**src/rtl/ymux2_rr_arbiter.sv**
```systemverilog
// ---------------------------------------------------------------------------
// ymux2_rr_arbiter
//
// Shares one W-bit 2:1 mux datapath (sel 0 -> d0, sel 1 -> d1) between two
// requesters. A round-robin arbiter picks the winner, drives the mux select,
// and the chosen word is captured into an output register that is drained
// through a valid/ready handshake.
//
// Ports:
//   clk        rising-edge clock
//   rst_n      asynchronous active-low reset
//   req0/req1  requester has data (held with its data stable until granted)
//   d0/d1      requester data (mux input A / mux input B)
//   gnt0/gnt1  combinational grants; transfer happens at the edge where high
//   sel        mux select (winner on a grant, last winner when idle)
//   out_valid  out_data holds an unconsumed word
//   out_data   registered mux output
//   out_ready  consumer accepts out_data when high together with out_valid
//   cnt0/cnt1  (only with ARB_GRANT_CNT_EN) saturating 8-bit grant counts
//
// Optional feature macro: ARB_GRANT_CNT_EN
// ---------------------------------------------------------------------------
module ymux2_rr_arbiter #(
   parameter int unsigned W = 8
) (
   input  logic         clk,
   input  logic         rst_n,
   input  logic         req0,
   input  logic         req1,
   input  logic [W-1:0] d0,
   input  logic [W-1:0] d1,
   output logic         gnt0,
   output logic         gnt1,
   output logic         sel,
   output logic         out_valid,
   output logic [W-1:0] out_data,
   input  logic         out_ready
`ifdef ARB_GRANT_CNT_EN
   ,
   output logic [7:0]   cnt0,
   output logic [7:0]   cnt1
`endif
);

   typedef enum logic {
      EMPTY = 1'b0,
      FULL  = 1'b1
   } state_e;

   state_e state, state_nxt;
   logic   last;
   logic   win;
   logic   grant;
   logic   slot_free;

   assign out_valid = (state == FULL);

   always_comb begin
      slot_free = (state == EMPTY) || out_ready;

      // Contention goes to the requester that did not win last time;
      // otherwise the lone requester wins (win is irrelevant with no request).
      if (req0 && req1) begin
         win = ~last;
      end else begin
         win = req1;
      end

      // rst_n gates the grant so nothing is offered while reset is held.
      grant = rst_n && slot_free && (req0 || req1);
      gnt0  = grant && !win;
      gnt1  = grant && win;
      sel   = grant ? win : last;

      state_nxt = state;
      if (grant) begin
         state_nxt = FULL;
      end else if ((state == FULL) && out_ready) begin
         state_nxt = EMPTY;
      end
   end

   always_ff @(posedge clk or negedge rst_n) begin
      if (!rst_n) begin
         state <= EMPTY;
      end else begin
         state <= state_nxt;
      end
   end

   always_ff @(posedge clk or negedge rst_n) begin
      if (!rst_n) begin
         out_data <= '0;
         last     <= 1'b1;
      end else if (grant) begin
         out_data <= sel ? d1 : d0;
         last     <= win;
      end
   end

`ifdef ARB_GRANT_CNT_EN
   always_ff @(posedge clk or negedge rst_n) begin
      if (!rst_n) begin
         cnt0 <= '0;
         cnt1 <= '0;
      end else begin
         if (gnt0 && (cnt0 != '1)) begin
            cnt0 <= cnt0 + 8'd1;
         end
         if (gnt1 && (cnt1 != '1)) begin
            cnt1 <= cnt1 + 8'd1;
         end
      end
   end
`endif

endmodule

```
**config.mk**
```make
export PLATFORM = sky130hd
export DESIGN_NAME = ymux2_rr_arbiter
export DESIGN_NICKNAME = d
export VERILOG_FILES = /design/src/rtl/ymux2_rr_arbiter.sv
export SDC_FILE = /design/constraint.sdc
export NUM_CORES = 1
export LEC_CHECK = 0
export ABC_AREA = 1
export CAP_MARGIN = 20
export CORE_MARGIN = 4
export CORE_UTILIZATION = 34
export DETAILED_ROUTE_END_ITERATION = 8
export PLACE_DENSITY_LB_ADDON = 0.08
export SYNTH_ARGS = -nofsm -noshare
export SYNTH_HDL_FRONTEND = slang
export SYNTH_SLANG_ARGS = --single-unit
```
**constraint.sdc**
```tcl
create_clock -name clk -period 1 [get_ports clk]
set_input_delay 0.15 -clock clk [delete_from_list [all_inputs] [get_ports clk]]
set_output_delay 0.15 -clock clk [all_outputs]
set_load 0.05 [all_outputs]
```
==> results of run 1 <==
[path summary, 6_finish.rpt]
| path | end | slack [ns] | cells past startpoint |
|---|---|---|---|
| max | gnt0 | -0.43 | 5 |
| max reg2reg | out_data[5] | -0.27 | 7 |
| min | out_valid | 0.05 | 2 |
| min reg2reg | out_data[3] | 0.55 | 2 |
| max in group asynchronous | last | 0.72 | 2 |
| min in group clk | last | 0.45 | 5 |
[flip-flops by register name, summed over array words and instances (netlist names)]
register	count
last	1
out_data	8
out_valid	1
[stage by stage]
stage          setup WS [ns]  hold WS, ns
6_report              -0.433       0.0477
5_1_grt               -0.497       0.0700
4_1_cts               -0.445       0.0498
3_3_place_gp          -0.455        0.523
3_5_place_dp          -0.490        0.529
2_1_floorplan         -0.356       -0.146
[what timing repair did]
| action | 4_1_cts | 5_1_grt |
|---|---|---|
| gates resized for setup | 14 | 6 |
| pin swaps | 6 | 3 |
| endpoints found under the hold margin | 0 | 0 |
| buffers inserted | 7 | 2 |
| setup endpoints to repair | 15 | 21 |
[cell usage after synthesis]
cell type  instances
a21oi_1            8
a21oi_2            1
a21oi_4            1
buf_6              1
dfrtp_1            9
dfstp_2            1
inv_1             20
inv_2              1
nand2_1           27
nand2_4            2
nand3_1            8
nand3_4            2
nor2_1             1
[worst max-delay path: stages, from the launching register on]
cell	delay [ns]
dfrtp_2	0.42
nand2_2	0.10
nand3_4	0.11
buf_12	0.15
nor2_4	0.09
buf_12	0.14
[cells by family after synthesis]
family / count (synthesis) / share of synthesized area, %
simple gates: 40 / 33.3
flops: 10 / 41.3
compound gates: 10 / 10.7
buf+inv: 22 / 14.8
[cell type report]
cell class / count / area [um^2]
inverter: 21 / 82.6
multi-input combinational: 50 / 337
timing repair buffer: 51 / 623
clock buffer: 4 / 26.3
tap: 25 / 31.3
sequential: 10 / 253
fill: 111 / 355
[routing by layer]
| layer | vias up | wire length [um] | share of wire [%] | track usage (%) |
|---|---|---|---|---|
| met4 | 0 | 24 | 1.3 | 5.83 |
| met2 | 23 | 965 | 52 | 27.2 |
| li1 | 354 | - | - | - |
| met5 | - | 0 | 0 | 0 |
| met1 | 312 | 744 | 40 | 18.4 |
| met3 | 4 | 132 | 7.1 | 3.86 |
[power breakdown]
part	switching (uW)	leakage, uW	internal [uW]
clock network	138	0.0000150	154
registers	90.5	0.000120	491
logic	584	0.000558	595
==> summary.txt, run 1 <==
Run
  • Max Cap Viol: 0

Placed design
  • DP Area: 1210 um^2
  • IO Port Bufs: 32
  • DP HPWL: about 1300 um
  • Placed Instances: 149
  • Gpl congestion: ~0.67

STA
  • Setup violations, final: 14
  • Hold Fails Final Rpt: 0
  • Clk_skew: 0.00739 ns
  • Minimum clock period: 1.43 ns
  • Sum Neg Setup Slack: -3.45 ns
  • Worst slew pin tran: about 0.17 ns
  • Final Max Tran Viols: 0
  • Setup WS post-layout: -0.433 ns
  • Slew headroom: 88.4%
  • Tcrit/Tclk final: 143%
  • Unrepaired setup endpoints after global routing: yes
  • Peak Freq: 0.698 GHz

Power and ir drop
  • Overall power: 2050 uW
  • Worst VDD drop: 934 uV
  • Leak pwr: about 0.0007 uW
  • PwrDens: 1520 nW/um^2

Detailed routing
  • Drt via density: 4.30
  • DRT Wirelength: 1870 um
  • Final ANT Viol Nets: 0
  • DRC: 0
  • Average routed wire per standard cell: 11.6 um
  • First-pass iteration count of the detailed router: 4
  • Routed via count: 693
  • First-iteration detailed-routing DRC count: 7

Synth
  • Area leader, netlist: dfrtp_1
  • Syn nets: 103
  • Yosys cell types: 13
  • Cells after Synth: 82
  • Yosys top cell area share: a little under two fifths
  • Area contributors post-synth: dfrtp_1, nand2_1, inv_1
  • Ys Warns: 0
  • Mean Syn Cell Area: 7.43 um^2
  • Cell Area, Synth: 609 um^2
  • Seq/Total Area, Yosys: 41.3%
  • Synthesized flop and latch total: 10

Clocking
  • CTS Hold Buffers Added: 0
  • Worst skew pair latency: between 0.2 and 0.3 ns
  • Root buffer cell: clkbuf_4
  • Sink Count: 10
  • Clk slew on worst S/H paths: 0.07 ns
  • Clock Path Buffers: 2
  • CTS tree: yes
  • Total CTS buffers: 3
  • CTS H-tree depth: 1

Layout
  • Non-filler instance count after layout: about 160
  • Fin area: between 1000 and 1500 um^2
  • Fin util: 79.2%
  • Nets: around 160
  • Antenna diode count: 0
  • Most frequent cells in the layout: nand2_1, inv_1, clkdlybuf4s50_1, buf_12, buf_4
  • Layout cells sized above 1: 44.1%
  • Most common cell after layout, fill and taps aside: nand2_1
  • Synth-to-layout area growth: 122%

Critical path
  • Worst setup SP type: flop
  • Critical Path Start: out_valid
  • Crit path capture type: primary output
  • RR Startpoint: last
  • CP required: 0.85 ns
  • Worst EP arrival: 1.28 ns
  • Critical setup path kind: reg2out
  • CP Max Fanout: 3

GRT
  • Total grt overflow: 0
  • Vias in the first global route: between 600 and 700
  • Pin count of the biggest net entering global routing: 12
  • Global-route wire length before repair: 3040 um
  • Initial antenna violation count: 0
  • GRT Total Usage: between 15 and 20%

Hold path
  • Class of the worst hold path: in2async

Floorplan
  • Die H: 50.3 um
  • Starting Density: 35.7%
  • Die extent in x: slightly above 50 um
  • IO Pins: 33
  • Core Box Area: 1710 um^2
  • Number of core rows: 15
  • Area of the die: 2530 um^2

Run status
  • Failing checks: negative setup slack
  • Run status: finished with violations
(Power assumes the default switching activity.)
==> run 2, diff against run 1 <==
--- a/config.mk
+++ b/config.mk
@@ -10,6 +10,7 @@
 export CORE_MARGIN = 4
 export CORE_UTILIZATION = 34
 export DETAILED_ROUTE_END_ITERATION = 8
+export GPL_ROUTABILITY_DRIVEN = 0
 export PLACE_DENSITY_LB_ADDON = 0.08
 export SYNTH_ARGS = -nofsm -noshare
 export SYNTH_HDL_FRONTEND = slang
==> results of run 2 <==
The final DEF is identical to that of run 1; final timing and power are the same.
